--- config.mk ---
export PLATFORM = sky130hd
export DESIGN_NAME = can_tx_sched
export DESIGN_NICKNAME = d
export VERILOG_FILES = /design/src/rtl/can_pkg.sv /design/src/rtl/can_prio_select.sv /design/src/rtl/can_tx_sched.sv
export SDC_FILE = /design/constraint.sdc
export NUM_CORES = 1
export LEC_CHECK = 0
export ABC_AREA = 1
export CAP_MARGIN = 20
export CORE_MARGIN = 2
export CORE_UTILIZATION = 25
export DETAILED_ROUTE_END_ITERATION = 6
export GPL_ROUTABILITY_DRIVEN = 0
export RECOVER_POWER = 100
export SLEW_MARGIN = 20
export SYNTH_ARGS = -nofsm -noshare
export SYNTH_HDL_FRONTEND = slang
export SYNTH_SLANG_ARGS = --single-unit
--- constraint.sdc ---
create_clock -name clk -period 15.49 [get_ports clk]
set_clock_uncertainty 0.2 [all_clocks]
set_input_delay 3.8725 -clock clk [delete_from_list [all_inputs] [get_ports clk]]
set_output_delay 3.8725 -clock clk [all_outputs]
set_load 0.02 [all_outputs]
--- src/rtl/can_pkg.sv ---
// Shared types for the CAN transmit scheduler: frame record, FSM states, DLC limit.
package can_pkg;

  localparam logic [3:0] CAN_MAX_DLC = 4'd8;

  typedef struct packed {
    logic [10:0] id;
    logic [3:0]  len;
    logic [63:0] data;
  } can_frame_t;

  typedef enum logic [1:0] {
    ST_IDLE,
    ST_OFFER,
    ST_WAIT
  } sched_state_t;

  // DLC codes above 8 still carry 8 data bytes on a classic CAN bus
  function automatic logic [3:0] sat_dlc(input logic [3:0] len);
    return (len > CAN_MAX_DLC) ? CAN_MAX_DLC : len;
  endfunction

endpackage

--- src/rtl/can_prio_select.sv ---
// Combinational priority picker: lowest identifier among pending mailboxes,
// ties resolved to the lower mailbox index.
module can_prio_select
  import can_pkg::*;
#(
  parameter int unsigned NUM_MB = 4,
  localparam int unsigned IDX_W = $clog2(NUM_MB)
) (
  input  logic [NUM_MB-1:0] i_pend,
  input  logic [10:0]       i_ids [NUM_MB],
  output logic [IDX_W-1:0]  o_idx,
  output logic              o_valid
);

  localparam int unsigned N2    = 1 << IDX_W;
  localparam int unsigned NODES = 2 * N2 - 1;

  logic             w_v  [NODES];
  logic [10:0]      w_id [NODES];
  logic [IDX_W-1:0] w_ix [NODES];

  // Heap-ordered min tree: leaves at N2-1+i, node k has children 2k+1 (lower
  // indices) and 2k+2; nodes are resolved from the bottom up.
  always_comb begin
    int unsigned k;
    int unsigned l;
    int unsigned r;
    for (int unsigned n = 0; n < NODES; n++) begin
      w_v[n]  = 1'b0;
      w_id[n] = '0;
      w_ix[n] = '0;
    end
    for (int unsigned i = 0; i < NUM_MB; i++) begin
      w_v[N2-1+i]  = i_pend[i];
      w_id[N2-1+i] = i_ids[i];
      w_ix[N2-1+i] = IDX_W'(i);
    end
    for (int unsigned j = 0; j < N2 - 1; j++) begin
      k = N2 - 2 - j;
      l = 2 * k + 1;
      r = 2 * k + 2;
      w_v[k] = w_v[l] | w_v[r];
      if (w_v[l] && (!w_v[r] || (w_id[l] <= w_id[r]))) begin
        w_id[k] = w_id[l];
        w_ix[k] = w_ix[l];
      end else begin
        w_id[k] = w_id[r];
        w_ix[k] = w_ix[r];
      end
    end
    o_valid = w_v[0];
    o_idx   = w_ix[0];
  end

endmodule

--- src/rtl/can_tx_sched.sv ---
// CAN transmit scheduler: NUM_MB mailboxes, lowest-ID-first offer to the
// frame transmitter, requeue on arbitration loss, bounded error retries.
// Optional per-mailbox abort is built when CAN_TX_SCHED_ABORT_EN is defined.
module can_tx_sched
  import can_pkg::*;
#(
  parameter int unsigned NUM_MB    = 4,
  parameter int unsigned MAX_RETRY = 8,
  localparam int unsigned IDX_W    = $clog2(NUM_MB)
) (
  input  logic              clk,
  input  logic              rst,
  input  logic              wr_en,
  input  logic [IDX_W-1:0]  wr_mb,
  input  logic [10:0]       wr_id,
  input  logic [3:0]        wr_len,
  input  logic [63:0]       wr_data,
  output logic              wr_err,
  output logic [NUM_MB-1:0] mb_pending,
`ifdef CAN_TX_SCHED_ABORT_EN
  input  logic [NUM_MB-1:0] abort,
`endif
  output logic              tx_valid,
  input  logic              tx_ready,
  output logic [10:0]       tx_id,
  output logic [3:0]        tx_len,
  output logic [63:0]       tx_data,
  input  logic              tx_done,
  input  logic              tx_ok,
  input  logic              tx_arblost,
  output logic              done_valid,
  output logic [IDX_W-1:0]  done_mb,
  output logic              done_ok
);

  localparam logic [7:0] RETRY_LIM = 8'(MAX_RETRY);

  sched_state_t      r_state;
  can_frame_t        r_frame [NUM_MB];
  logic [NUM_MB-1:0] r_pend;
  logic [7:0]        r_retry [NUM_MB];
  logic [IDX_W-1:0]  r_cur;
  can_frame_t        r_tx;
  logic              r_tx_valid;
  logic              r_wr_err;
  logic              r_done_valid;
  logic              r_done_ok;
  logic [IDX_W-1:0]  r_done_mb;

  logic [10:0]       w_ids [NUM_MB];
  logic [IDX_W-1:0]  w_sel_idx;
  logic              w_sel_valid;
  logic              w_wr_inrange;
  logic              w_wr_accept;
  logic              w_wr_reject;
  can_frame_t        w_wr_frame;
  logic [7:0]        w_retry_nx;
  logic              w_retry_lim;
  logic              w_cur_abort;

  // Identifier view of the mailbox array for the selector
  always_comb begin
    for (int unsigned i = 0; i < NUM_MB; i++) begin
      w_ids[i] = r_frame[i].id;
    end
  end

  can_prio_select #(
    .NUM_MB (NUM_MB)
  ) u_sel (
    .i_pend  (r_pend),
    .i_ids   (w_ids),
    .o_idx   (w_sel_idx),
    .o_valid (w_sel_valid)
  );

  assign w_wr_inrange = (32'(wr_mb) < NUM_MB);
  assign w_wr_accept  = wr_en && w_wr_inrange && !r_pend[wr_mb];
  assign w_wr_reject  = wr_en && w_wr_inrange &&  r_pend[wr_mb];
  assign w_wr_frame   = '{id: wr_id, len: sat_dlc(wr_len), data: wr_data};
  assign w_retry_nx   = r_retry[r_cur] + 8'd1;
  assign w_retry_lim  = (w_retry_nx == RETRY_LIM);

`ifdef CAN_TX_SCHED_ABORT_EN
  logic [NUM_MB-1:0] r_abort;
  logic [NUM_MB-1:0] r_abort_d;
  logic              w_abort_any;
  logic [IDX_W-1:0]  w_abort_idx;
  logic [NUM_MB-1:0] w_abort_clr;

  assign w_cur_abort = r_abort[r_cur];

  // Lowest-indexed flagged mailbox, and the flags to drop this cycle: every
  // path that clears a pending bit must also clear its abort flag.
  always_comb begin
    w_abort_any = 1'b0;
    w_abort_idx = '0;
    w_abort_clr = '0;
    for (int unsigned i = 0; i < NUM_MB; i++) begin
      if (r_abort[i] && !w_abort_any) begin
        w_abort_any = 1'b1;
        w_abort_idx = IDX_W'(i);
      end
    end
    if (r_state == ST_IDLE && w_abort_any) begin
      w_abort_clr[w_abort_idx] = 1'b1;
    end
    if (r_state == ST_WAIT && tx_done &&
        (tx_ok || w_cur_abort || (!tx_arblost && w_retry_lim))) begin
      w_abort_clr[r_cur] = 1'b1;
    end
  end

  // Sticky abort flags, set on a rising request against a pending mailbox
  always_ff @(posedge clk) begin
    if (rst) begin
      r_abort   <= '0;
      r_abort_d <= '0;
    end else begin
      r_abort_d <= abort;
      r_abort   <= (r_abort | (abort & ~r_abort_d & r_pend)) & ~w_abort_clr;
    end
  end
`else
  assign w_cur_abort = 1'b0;
`endif

  // Scheduler FSM, mailbox store and registered outputs
  always_ff @(posedge clk) begin
    if (rst) begin
      r_state      <= ST_IDLE;
      r_pend       <= '0;
      r_cur        <= '0;
      r_tx         <= '0;
      r_tx_valid   <= 1'b0;
      r_wr_err     <= 1'b0;
      r_done_valid <= 1'b0;
      r_done_ok    <= 1'b0;
      r_done_mb    <= '0;
      for (int unsigned i = 0; i < NUM_MB; i++) begin
        r_retry[i] <= '0;
      end
    end else begin
      r_done_valid <= 1'b0;
      r_wr_err     <= w_wr_reject;

      if (w_wr_accept) begin
        r_frame[wr_mb] <= w_wr_frame;
        r_retry[wr_mb] <= '0;
        r_pend[wr_mb]  <= 1'b1;
      end

      case (r_state)
        ST_IDLE: begin
`ifdef CAN_TX_SCHED_ABORT_EN
          if (w_abort_any) begin
            r_pend[w_abort_idx] <= 1'b0;
            r_done_valid        <= 1'b1;
            r_done_mb           <= w_abort_idx;
            r_done_ok           <= 1'b0;
          end else
`endif
          if (w_sel_valid) begin
            r_tx       <= r_frame[w_sel_idx];
            r_cur      <= w_sel_idx;
            r_tx_valid <= 1'b1;
            r_state    <= ST_OFFER;
          end
        end

        ST_OFFER: begin
          if (tx_ready) begin
            r_tx_valid <= 1'b0;
            r_state    <= ST_WAIT;
          end
        end

        ST_WAIT: begin
          if (tx_done) begin
            r_state <= ST_IDLE;
            if (tx_ok) begin
              r_pend[r_cur]  <= 1'b0;
              r_retry[r_cur] <= '0;
              r_done_valid   <= 1'b1;
              r_done_mb      <= r_cur;
              r_done_ok      <= 1'b1;
            end else if (w_cur_abort) begin
              r_pend[r_cur] <= 1'b0;
              r_done_valid  <= 1'b1;
              r_done_mb     <= r_cur;
              r_done_ok     <= 1'b0;
            end else if (!tx_arblost) begin
              r_retry[r_cur] <= w_retry_nx;
              if (w_retry_lim) begin
                r_pend[r_cur] <= 1'b0;
                r_done_valid  <= 1'b1;
                r_done_mb     <= r_cur;
                r_done_ok     <= 1'b0;
              end
            end
          end
        end

        default: r_state <= ST_IDLE;
      endcase
    end
  end

  assign wr_err     = r_wr_err;
  assign mb_pending = r_pend;
  assign tx_valid   = r_tx_valid;
  assign tx_id      = r_tx.id;
  assign tx_len     = r_tx.len;
  assign tx_data    = r_tx.data;
  assign done_valid = r_done_valid;
  assign done_mb    = r_done_mb;
  assign done_ok    = r_done_ok;

endmodule

# Word-level counts from Yosys, hierarchy flattened
# Memories as Yosys holds them, arrays and structs flattened. A register that Yosys moved wholly into a read port is not among the register bits.
# Cells that the tools add are included.
[word_totals]
reg_bits = 14
ramBits = 348
inputBits = 88
output_inout_bits = 89
wordCells = 119
n_memories = 2
[classes]
n_addsub = 1
magnitude_cmp = 8
n_eq_ne = 7
n_mux = 60
bitwise = 9
reduce_logical = 24
[mem_list]
columns = ["name", "words", "width", "rd", "rd_ports_with_merged_regs", "write_ports", "line_no", "source"]
rows = [
  ["r_frame", 4, 79, 5, 1, 1, "can_tx_sched.sv:39", "can_frame_t r_frame [NUM_MB];"],
  ["r_retry", 4, 8, 1, 1, 4, "can_tx_sched.sv:41", "logic [7:0] r_retry [NUM_MB];"],
]
[op_table]
columns = ["cell", "n"]
rows = [
  ["11-bit less-or-equal comparator", 3],
  ["4-bit 2-to-1 mux", 8],
  ["1-bit 2-to-1 mux", 31],
  ["8-bit 2-to-1 mux", 3],
  ["11-bit 2-to-1 mux", 2],
  ["2-bit 2-to-1 mux", 11],
  ["8-bit OR reduction", 2],
  ["8-bit by 1-bit adder with 8-bit output (second input constant)", 1],
  ["8-bit by 4-bit == test with 1-bit output (second input constant)", 1],
  ["1-bit logical AND", 7],
  ["2-bit by 3-bit less-than comparator with 1-bit output (second input constant)", 2],
  ["2-bit inequality test (second input constant)", 3],
  ["2-bit one-hot mux with 3 select lines", 1],
  ["3-bit AND reduction", 2],
  ["4-bit AND", 1],
  ["1-bit demux with 2-bit select", 2],
  ["2-bit by 1-bit greater-or-equal comparator with 1-bit output (second input constant)", 2],
  ["4-bit > comparator (second input constant)", 1],
  ["1-bit logical NOT", 4],
  ["4-bit NOT", 1],
  ["1-bit OR", 4],
  ["4-bit OR", 1],
  ["4-bit AND reduction", 1],
  ["2-bit nonzero test", 2],
  ["other kinds (10)", 13],
]

# Logic depth before layout (Yosys ltp)
[depth]
ltp_word = 13
depth_mapped = 29
mapped_depth_nobuf = 26

# Hierarchy
# Synthesis repeated with hierarchy kept, for this count alone.
[unflattened]
hier_cells = 1762
hier_area_um2 = 18441.4
[modules_own_cells]
columns = ["module", "n_inst", "cells_per_inst", "area_each_um2"]
rows = [
  ["can_tx_sched", 1, 1531, 17078.9],
  ["can_prio_select", 1, 231, 1362.6],
]

# Worst setup path after synthesis
# OpenSTA, ideal clock, no wires.
[synth_path]
kind = "input to register"
start = "input wr_mb[1]"
end = "memory r_frame[1][0] (netlist bit) (enable)"
setup_time_ns = 0.517
arrival_ns = 7.969
t_required_ns = 14.773
setup_slack_ns = 6.804
path_stages = 10
path_buffers = 0
path_cell_list = "inv_1 -> nand2_1 -> nor2_1 -> a21oi_1 -> o21ai_0 -> a21oi_1 -> inv_1 -> nor2_1 -> nand3_1 -> nor2_1"
[synth_between]
elab_chain_len = 7
[synth_lines]
columns = ["item", "line_no", "source"]
rows = [
  ["from (decl)", "can_tx_sched.sv:14", "input logic [IDX_W-1:0] wr_mb,"],
  ["1-bit binary-select mux with 2-bit select", "can_tx_sched.sv:78", "assign w_wr_accept = wr_en && w_wr_inrange && !r_pend[wr_mb];"],
  ["1-bit 2-to-1 mux (implied by the code)", "can_tx_sched.sv:78", ""],
  ["1-bit logical NOT", "can_tx_sched.sv:78", ""],
  ["1-bit logical AND", "can_tx_sched.sv:78", ""],
  ["1-bit 2-to-1 mux", "can_tx_sched.sv:147", "if (w_wr_accept) begin"],
  ["1-bit 2-to-1 mux", "can_tx_sched.sv:130", "if (rst) begin"],
  ["1-bit 2-to-1 mux (implied by the code)", "can_tx_sched.sv:148", "r_frame[wr_mb] <= w_wr_frame;"],
  ["to (decl)", "can_tx_sched.sv:39", ""],
]
# Parallel ways exist; a longest one is shown, timed or not. The select of a mux whose other input is x is not followed.

==> flow_metrics.tcl <==
set metrics [dict create \
    rrSetupSlack_ns 5.60 \
    synth_warnings 0 \
    synthAdderAreaFrac_pct 2.29 \
    cp.arrival_ns 10.22 \
    finalCritPeriodShare_pct 63.8 \
    start_util_pct 25.2 \
    synth-seq-cells 443 \
    setup_viol 0 \
    path_cells "ha_1 -> nand2_1 -> nor2_1 -> nand2_1 -> o21ai_0 -> inv_1 -> nand2_1 -> nand2_1 -> inv_1 -> o21ai_0 -> ha_1 -> nand4_1 -> nor2_1 -> nand2_1 -> nand3_1 -> nand2_1 -> nand2_1 -> clkbuf_1 -> nand3_4 -> buf_4 -> nand3_1 -> nand2_1 -> a21oi_1" \
    htreeDepth 2 \
    cts.sinks 443 \
    cts_buffers 50 \
    synth_ff_type "edfxtp_1" \
    crit_path_max_fanout 61 \
    power.leakage_nw 9.35 \
    finalMaxSlewViolations 459 \
    io_pins 177 \
    dp.cells 2930 \
    clock_path_buffers 3 \
    layout_commonest_cell "nand2_1" \
    cp_slowest_stage_delay_ns 2.47 \
    synth-edff-count 348 \
    vias 13500 \
    numPortBuffers 176 \
    min_path_type "reg2reg" \
    slowest_stage "clkbuf_1" \
    grt_pass1_vias 13200 \
    slew_headroom_pct -126 \
    hold_viol 0 \
    yosysSeqAreaShare_pct 64.6 \
    grt_pass1_wl_um 77600 \
    grt_max_degree 97 \
    synth-compound-area-share_pct 6.78 \
    syn_avg_cell_area_um2 10.2 \
    synthMuxAreaShare_pct 0 \
    dp_hpwl_um 31000 \
    powerDensity_nw_per_um2 131 \
    cap_viol_max_count 10 \
    placed_area_um2 21800 \
    final_cell_mix "nand2_1 (530), edfxtp_1 (348), dlygate4sd3_1 (168), inv_1 (159), o21ai_0 (119)" \
    totalWireLength_um 51400 \
    coreArea_um2 75800 \
    wl_per_cell_um 17.0 \
    rows 101 \
    async_flop_share_pct 0 \
    violations "max-capacitance violations, max-slew violations" \
    rsz0062_at_grt "no" \
    synth_fp_nets 1991 \
    ctsRootBufferMaster "clkbuf_16" \
    first_iter_violations 1015 \
    clkLatencyLatePin_ns 0.60 \
    ant_nets 0 \
    stdcell_count 3028 \
    grt-ovfl-total 0 \
    track_usage_pct 12.9 \
    crit_top_cell "nand2_1" \
    ir_drop_v 0.0000810 \
    hold_depth 2 \
    totalNegativeSetupSlack_ns 0 \
    ys_types 33 \
    critical_path_required_ns 15.82 \
    die_area_um2 78700 \
    drive_gt1_share_pct 4.94 \
    tightest_slew_ns 3.40 \
    cp-end-kind "flop" \
    r2r_cells 23 \
    regArea_um2 12400 \
    die-width_um 280 \
    hold_buffers 0 \
    postCtsResizedCells 0 \
    start_kind "flop" \
    fmax_mhz 101 \
    dr.pass1.iters 5 \
    period_minus_slack_ns 9.89 \
    die_h_um 280 \
    syn_area_um2 19100 \
    drcViolationCount 0 \
    run_status "finished with violations" \
    antenna_found_initial 14 \
    path_clk_slew_ns 0.06 \
    multiInputGateArea_um2 5650 \
    crit_type "reg2reg" \
    final_nets 2127 \
    design_area_um2 23400 \
    cts_tree "yes" \
    synth_top_family_by_area "simple AND/OR/NAND/NOR gates" \
    fill_cells 7789 \
    viasPerCell 4.47 \
    synth-xor-area-share_pct 0.0458 \
    synthCells 1868 \
    synthSimpleGateAreaFrac_pct 20.4 \
    syn_to_final_growth_pct 22.7 \
    whs_ns 0.274 \
    cts_setup_buffers 0 \
]
layer usage:
layer	track usage, %	wire length (um)	vias to the layer above
met2	21.5	24200	340
met5	0	10	-
li1	-	-	6680
met1	17.3	23700	6426
met3	2.25	2400	90
met4	3.44	1040	2
final timing paths:
path                       startpoint                       to
max          r_frame[0][78]$_DFFE_PP_  tx_data[3]$_SDFFE_PP0P_
min             tx_valid$_SDFFE_PP0P_    tx_valid$_SDFFE_PP0P_
max reg2reg  r_frame[0][78]$_DFFE_PP_  tx_data[3]$_SDFFE_PP0P_
min reg2reg     tx_valid$_SDFFE_PP0P_    tx_valid$_SDFFE_PP0P_
registers in the layout, indices dropped and copies added (netlist names), named ones only:
signal,flops
done_mb,2
done_ok,1
done_valid,1
mb_pending,4
r_cur,2
r_frame,316
r_retry,32
r_state,2
tx_data,64
tx_id,11
tx_len,4
tx_valid,1
wr_err,1
Yosys cell counts, types with 2 or more instances:
library cell  count  share of area [%]
nand3_1         107                2.8
nand3_2           2               0.10
a21oi_1         113                3.0
buf_2            41                1.1
nand2_2           4               0.13
o211ai_1          3               0.12
nand3b_1         68                2.7
o21ai_0         118                3.1
inv_2             3              0.059
inv_1           159                3.1
ha_1             35                2.3
nor3_1            3              0.079
nand4_1          83                2.7
clkbuf_1         54                1.1
nand2_1         528                 10
buf_1             8               0.16
buf_6             4               0.24
buf_4             2              0.079
nor2_1           71                1.4
nor2_2            2              0.065
edfxtp_1        348                 55
dfxtp_1          95                 10
o21a_1            7               0.28
cell families after synthesis:
group	after synthesis
AND/OR/NAND/NOR	869
flip-flops	443
buffers and inverters	273
AO/OA/AOI/OAI	247
adder cells (fa/ha/maj)	35
XOR/XNOR	1
power by group:
part           total [mW]  internal (mW)  switching (mW)
combinational       0.457          0.152           0.305
sequential           1.39           1.35          0.0414
clock                1.23          0.731           0.498
total                3.07           2.23           0.845
through the flow:
stage / power [mW] / util (%) / setup slack [ns]
floorplan: 1.69 / - / 6.80
global placement: 1.89 / 28.7 / 8.03
detailed placement: 1.89 / 28.7 / 8.08
CTS: 3.13 / 31.0 / 8.70
global route: 3.21 / 30.9 / 4.64
finish: 3.07 / 30.9 / 5.60
layout make-up:
cell class	instances	share of cell area (%)
Timing Repair Buffer	193	7.92
Tap cell	978	5.22
Multi-Input combinational cell	1152	24.1
Clock buffer	62	5.66
Clock inverter	32	1.69
Inverter	164	2.67
Antenna cell	4	0.0427
Sequential cell	443	52.7
critical path, delay by kind of cell (launching register included):
family                     cells  cell delay [ns]
DFF                            1             0.41
AOI/OAI and AO/OA              3             0.50
and+or+nand+nor               14             4.18
adders and majority gates      2             0.66
buffers and inverters          4             3.77
No activity file was read; power rests on OpenSTA's default activity.
